`src/rtl/peridot_config_ru_multi.sv`:
```
// Remote-update sequencer: resets the config core, reports the running image, then reconfigures
// into a host-selected image on an nconfig rise. Watchdog fallback: PERIDOT_RU_WATCHDOG_EN.
module peridot_config_ru_multi #(
  parameter int unsigned IMAGE_NUM          = 2,
  parameter int unsigned INIT_WAIT_CYCLE    = 16,
  parameter int unsigned RECONF_DELAY_CYCLE = 10,
  parameter int unsigned POLL_LIMIT         = 255,
  parameter int unsigned WDT_CYCLE          = 50000000
) (
  input  logic        clock_sig,
  input  logic        reset_sig,
  input  logic        ru_nconfig,
  output logic        ru_ready,
  output logic [2:0]  ru_bootsel,
  output logic        ru_nstatus,
  output logic        ru_error,
  input  logic        req_valid,
  input  logic [2:0]  req_image,
  output logic        req_ready,
  output logic        dc_nreset,
  output logic [2:0]  dc_address,
  output logic        dc_write,
  output logic [31:0] dc_writedata,
  output logic        dc_read,
  input  logic [31:0] dc_readdata
`ifdef PERIDOT_RU_WATCHDOG_EN
  ,
  input  logic        wd_kick
`endif
);

  typedef enum logic [3:0] {
    StInit, StLatch, StPoll, StPollData, StStat, StStatData,
    StIdle, StDelay, StSel, StTrig, StHalt, StError
  } state_e;

  state_e      state_q, state_d;
  logic [2:0]  sync_q;
  logic        rise;
  logic [7:0]  init_cnt_q, init_cnt_d;
  logic [9:0]  poll_cnt_q, poll_cnt_d;
  logic [26:0] delay_cnt_q, delay_cnt_d;
  logic [2:0]  target_q, target_d;
  logic [2:0]  bootsel_q, bootsel_d;
  logic        ready_q, ready_d;
  logic        error_q, error_d;
  logic        wdt_expired;
  logic [28:0] unused_readdata;

  assign unused_readdata = dc_readdata[31:3];

  // Synchroniser idles high so reset never manufactures a rising edge.
  always_ff @(posedge clock_sig or posedge reset_sig) begin
    if (reset_sig) sync_q <= 3'b111;
    else           sync_q <= {sync_q[1:0], ru_nconfig};
  end

  assign rise = sync_q[1] & ~sync_q[2];

`ifdef PERIDOT_RU_WATCHDOG_EN
  logic [31:0] wdt_cnt_q, wdt_cnt_d;

  always_comb begin
    wdt_cnt_d = '0;
    if (state_q == StIdle) wdt_cnt_d = wd_kick ? '0 : wdt_cnt_q + 32'd1;
  end

  always_ff @(posedge clock_sig or posedge reset_sig) begin
    if (reset_sig) wdt_cnt_q <= '0;
    else           wdt_cnt_q <= wdt_cnt_d;
  end

  assign wdt_expired = (state_q == StIdle) && !wd_kick && (wdt_cnt_q == 32'(WDT_CYCLE - 1));
`else
  logic [31:0] unused_wdt;
  assign unused_wdt  = 32'(WDT_CYCLE);
  assign wdt_expired = 1'b0;
`endif

  always_comb begin
    state_d      = state_q;
    init_cnt_d   = init_cnt_q;
    poll_cnt_d   = poll_cnt_q;
    delay_cnt_d  = delay_cnt_q;
    target_d     = target_q;
    bootsel_d    = bootsel_q;
    dc_nreset    = 1'b1;
    dc_address   = '0;
    dc_write     = 1'b0;
    dc_writedata = '0;
    dc_read      = 1'b0;
    unique case (state_q)
      StInit: begin
        dc_nreset = 1'b0;
        if (init_cnt_q == 8'(INIT_WAIT_CYCLE)) state_d = StLatch;
        else init_cnt_d = init_cnt_q + 8'd1;
      end
      StLatch: begin
        dc_write     = 1'b1;
        dc_address   = 3'd2;
        dc_writedata = 32'd1;
        poll_cnt_d   = '0;
        state_d      = StPoll;
      end
      StPoll: begin
        dc_read    = 1'b1;
        dc_address = 3'd3;
        state_d    = StPollData;
      end
      StPollData: begin
        dc_read    = 1'b1;
        dc_address = 3'd3;
        if (dc_readdata[0]) begin
          poll_cnt_d = poll_cnt_q + 10'd1;
          state_d    = (poll_cnt_d == 10'(POLL_LIMIT)) ? StError : StPoll;
        end else begin
          state_d = StStat;
        end
      end
      StStat: begin
        dc_read    = 1'b1;
        dc_address = 3'd4;
        state_d    = StStatData;
      end
      StStatData: begin
        dc_read    = 1'b1;
        dc_address = 3'd4;
        bootsel_d  = dc_readdata[2:0];
        state_d    = StIdle;
      end
      StIdle: begin
        if (req_valid && (32'(req_image) < IMAGE_NUM)) target_d = req_image;
        // An nconfig rise wins over a simultaneous watchdog expiry.
        if (rise) begin
          delay_cnt_d = 27'(RECONF_DELAY_CYCLE);
          state_d     = StDelay;
        end else if (wdt_expired) begin
          target_d    = '0;
          delay_cnt_d = 27'(RECONF_DELAY_CYCLE);
          state_d     = StDelay;
        end
      end
      StDelay: begin
        if (delay_cnt_q == '0) state_d = StSel;
        else delay_cnt_d = delay_cnt_q - 27'd1;
      end
      StSel: begin
        dc_write     = 1'b1;
        dc_address   = 3'd1;
        dc_writedata = {29'b0, target_q};
        state_d      = StTrig;
      end
      StTrig: begin
        dc_write     = 1'b1;
        dc_address   = 3'd0;
        dc_writedata = 32'd1;
        state_d      = StHalt;
      end
      StHalt:  state_d = StHalt;
      StError: state_d = StError;
      default: state_d = StInit;
    endcase
    // Ready is asserted from the first full IDLE cycle and drops on the way out.
    ready_d = (state_q == StIdle) && (state_d == StIdle);
    error_d = error_q | (state_d == StError);
  end

  always_ff @(posedge clock_sig or posedge reset_sig) begin
    if (reset_sig) begin
      state_q     <= StInit;
      init_cnt_q  <= '0;
      poll_cnt_q  <= '0;
      delay_cnt_q <= '0;
      target_q    <= '0;
      bootsel_q   <= '0;
      ready_q     <= 1'b0;
      error_q     <= 1'b0;
    end else begin
      state_q     <= state_d;
      init_cnt_q  <= init_cnt_d;
      poll_cnt_q  <= poll_cnt_d;
      delay_cnt_q <= delay_cnt_d;
      target_q    <= target_d;
      bootsel_q   <= bootsel_d;
      ready_q     <= ready_d;
      error_q     <= error_d;
    end
  end

  assign ru_ready   = ready_q;
  assign ru_error   = error_q;
  assign ru_bootsel = bootsel_q;
  assign ru_nstatus = ready_q & sync_q[2];
  assign req_ready  = (state_q == StIdle);

endmodule
```
`config.mk`:
```
export PLATFORM = sky130hd
export DESIGN_NAME = peridot_config_ru_multi
export DESIGN_NICKNAME = d
export VERILOG_FILES = /design/src/rtl/peridot_config_ru_multi.sv
export SDC_FILE = /design/constraint.sdc
export NUM_CORES = 1
export LEC_CHECK = 0
export ABC_CLOCK_PERIOD_IN_PS = 3000
export BUFFER_PORTS_ARGS = -buffer_cell sky130_fd_sc_hd__buf_2
export CAP_MARGIN = 20
export CORE_MARGIN = 4
export CORE_UTILIZATION = 56
export CTS_BUF_LIST = sky130_fd_sc_hd__clkbuf_8
export DETAILED_ROUTE_END_ITERATION = 7
export GPL_TIMING_DRIVEN = 0
export HOLD_SLACK_MARGIN = 0.06
export PLACE_DENSITY = 0.85
export REMOVE_ABC_BUFFERS = 1
export SETUP_SLACK_MARGIN = 0.5
export SLEW_MARGIN = 20
export SYNTH_ARGS = -nofsm -noshare
export SYNTH_HDL_FRONTEND = slang
export SYNTH_SLANG_ARGS = --single-unit
```
`constraint.sdc`:
```
create_clock -name clock_sig -period 3 [get_ports clock_sig]
set_input_delay 0.3 -clock clock_sig [delete_from_list [all_inputs] [get_ports clock_sig]]
set_output_delay 0.3 -clock clock_sig [all_outputs]
set_load 0.02 [all_outputs]
```
==> results.sh <==
export IMPL_outcome="finished, final reports clean"
export IMPL_yosys_area_share_simple_pct=24.1
export IMPL_drive_gt1_share_pct=18.4
export IMPL_r2r_setup_slack_ns=0.53
export IMPL_timing_rr_end="delay_cnt_q[16]"
export IMPL_r2r_cells=5
export IMPL_wire_per_inst_um=16.0
export IMPL_cpMostUsedCell="or4_4"
export IMPL_relSlewSlack_pct=46.6
export IMPL_area_delta_synth_final_pct=11.8
export IMPL_r2r_start="delay_cnt_q[5]"
export IMPL_synth_xor_area_share_pct=3.94
export IMPL_slowest_delay_ns=0.60
export IMPL_yosysSeqAreaShare_pct=42.3
export IMPL_utilization_pct=65.7
export IMPL_grt_max_degree=37
export IMPL_power_density_nw_per_um2=1050
export IMPL_drt_pass1_iterations=5
export IMPL_cp_slowest_cell="a2111oi_0"
export IMPL_dp_hpwl_mm=5.12
export IMPL_clk_pin_slew_ns=0.07
export IMPL_cts_tree="yes"
export IMPL_mostFrequentLayoutCell="dfrtp_1"
export IMPL_hold_violations=0
export IMPL_synthAdderAreaFrac_pct=1.76
export IMPL_track_usage_pct=21.4
export IMPL_dieArea_sq_um=7700
export IMPL_fin_crit_ns=2.47
export IMPL_max_cap_violations=0
export IMPL_period_share_pct=82.2
export IMPL_stdcell_count=494
export IMPL_core_area_sq_um=6060
export IMPL_fp_dieW_um=87.7
export IMPL_finalClockSkew_ns=0.00716
export IMPL_ys_ff_latch=60
export IMPL_synth_async_sr_flop_share_pct=100
export IMPL_cts_sinks=60
export IMPL_syn_area_sq_um=3560
export IMPL_syn_inst=389
export IMPL_pin_count=84
export IMPL_critPathBufInv=0
export IMPL_setup_violations_final=0
export IMPL_gp_congestion=0.815
export IMPL_drc=0
export IMPL_min_from="dc_readdata[1]"
export IMPL_critical_path_required_ns=3.21
export IMPL_crit_path_cell_trace="or4_4 > or4_4 > a2111oi_0 > xnor2_1 > nor2_1"
export IMPL_start_kind="register"
export IMPL_synth_compound_area_share_pct=16.0
export IMPL_holdPathStages=2
export IMPL_rsz0062_at_grt="no"
export IMPL_avgSynthCellArea_sq_um=9.15
export IMPL_antenna_found_initial=0
export IMPL_grt_pass1_wl_mm=12.9
export IMPL_detail_route_antenna_nets=0
export IMPL_htreeDepth=3
export IMPL_clock_latency_ns=0.35
export IMPL_cp_end_kind="register"
export IMPL_ir_drop_uv=774
export IMPL_critPathMaxFanout=5
export IMPL_hold_path_end="ru_bootsel[1]"
export IMPL_place_inst=470
export IMPL_fmax_mhz=406
export IMPL_crit_arrival_ns=2.67
export IMPL_routed_wl_mm=7.91
export IMPL_finalSetupTns_ns=0
export IMPL_most_common_layout_cells="55 x dfrtp_1, 29 x nor2_1, 29 x conb_1"
export IMPL_synth_top_family_by_area="simple AND/OR/NAND/NOR gates"
export IMPL_ys_flop_type="dfrtp_1"
export IMPL_num_rows=28
export IMPL_drv_slew=0
export IMPL_nets=458
export IMPL_io_buffers=25
export IMPL_synth_edf_count=0
export IMPL_die_h_um=87.7
export IMPL_vias=3038
export IMPL_clockRootBuffer="clkbuf_8"
export IMPL_critPathKind="reg2reg"
export IMPL_overflow=0
export IMPL_grt_pass1_vias=2853
export IMPL_worstSetupStartpoint="delay_cnt_q[5]"
export IMPL_clockBufferDepth=2
export IMPL_leakage_nw=1.78
export IMPL_synth_mux_area_share_pct=1.83
export IMPL_hold_class="in2reg"
export IMPL_numCtsBuffers=9
export IMPL_drtIter0Drc=197
export IMPL_worst_pin_slew_ns=0.802
export IMPL_via_per_inst=6.15
export IMPL_antenna_cells=0
export IMPL_synth_cell_types=61
export IMPL_start_util_pct=58.8
export IMPL_yosysWarningCount=0
export IMPL_critical_path_top_delay_family="simple AND/OR/NAND/NOR gates"
## final cells by class
class | count | area, sq um
clock buffers | 10 | 138
clock inverters | 6 | 87.6
fillers | 449 | 2080
inverters | 15 | 58.8
multi-input cells | 294 | 1870
flip-flops and latches | 60 | 1510
well taps | 75 | 93.8
repair buffers | 34 | 223
## registers in the layout (all words and copies together), names as in the netlist
register and count:
ru_error 1, target_q 3, state_q 4, sync_q 3, delay_cnt_q 27, init_cnt_q 8, poll_cnt_q 10, ru_ready 1
ru_bootsel 3
## worst max path at each step
stage                      endpoint  slack, ns  cells past startpoint
global route               ru_error       0.46                      5
detailed placement  delay_cnt_q[13]       0.28                      5
finish              delay_cnt_q[16]       0.53                      5
global placement     delay_cnt_q[5]       0.31                      5
CTS                 delay_cnt_q[13]       0.49                      5
floorplan           delay_cnt_q[24]       0.56                      5
## cell families (layout without fill, tap and decap cells)
kind of cell,after synthesis,after routing
xor gates and xnor gates,16,16
DFF,60,60
other,1,29
buffers and inverters,63,65
muxes,6,6
and+or+nand+nor,153,153
adders and majority gates,5,5
AOI/OAI and AO/OA,85,85
## power breakdown
| part | switching (mW) | internal [mW] | total [mW] | leakage [nW] |
|---|---|---|---|---|
| sequential | 0.319 | 1.05 | 1.37 | 0.782 |
| combinational | 1.22 | 0.769 | 1.99 | 0.889 |
| clock | 0.340 | 0.488 | 0.828 | 0.105 |
## per-stage QoR
step | worst slack [ns] | power [mW] | hold slack, ns | cell area [sq um]
finish | 0.535 | 4.18 | 0.178 | 3980
global route | 0.459 | 4.48 | 0.161 | 3980
CTS | 0.492 | 3.98 | 0.170 | 3920
detailed placement | 0.282 | 3.01 | 0.291 | 3610
global placement | 0.310 | 2.94 | 0.346 | 3590
floorplan | 0.562 | 2.57 | 0.304 | 3370
## cells in the mapped netlist (7+ instances only)
cell type / count / area [sq um]
clkbuf_1: 16 / 60.1
o31ai_1: 13 / 97.6
nand2_1: 22 / 82.6
and2_1: 7 / 43.8
nand4_1: 9 / 56.3
or4_1: 12 / 90.1
dfrtp_1: 57 / 1430
inv_1: 15 / 56.3
a21oi_1: 20 / 100
nor2_1: 29 / 109
nand3_1: 10 / 50.1
nor4_1: 8 / 50.1
buf_4: 29 / 218
or3_1: 8 / 50.1
and3_1: 9 / 56.3
xnor2_1: 10 / 87.6
nor3_1: 12 / 60.1
o21ai_0: 19 / 95.1
## routing by layer
metal | vias up | global-route usage [%] | routed length (um)
met3 | 22 | 6.02 | 466
met5 | - | 0 | 0
li1 | 1417 | - | -
met2 | 146 | 34.1 | 3830
met4 | 0 | 8.65 | 173
met1 | 1453 | 27.6 | 3440
## repair_timing
action | CTS | global route
setup endpoints to repair | 19 | 27
pin swaps | 2 | 5
hold buffers | 2 | 0
resized for setup | 8 | 5
buffers inserted | 3 | 3
endpoints found under the hold margin | 25 | 0
cloned | 0 | 0
Power figures use the tool's default switching activity.
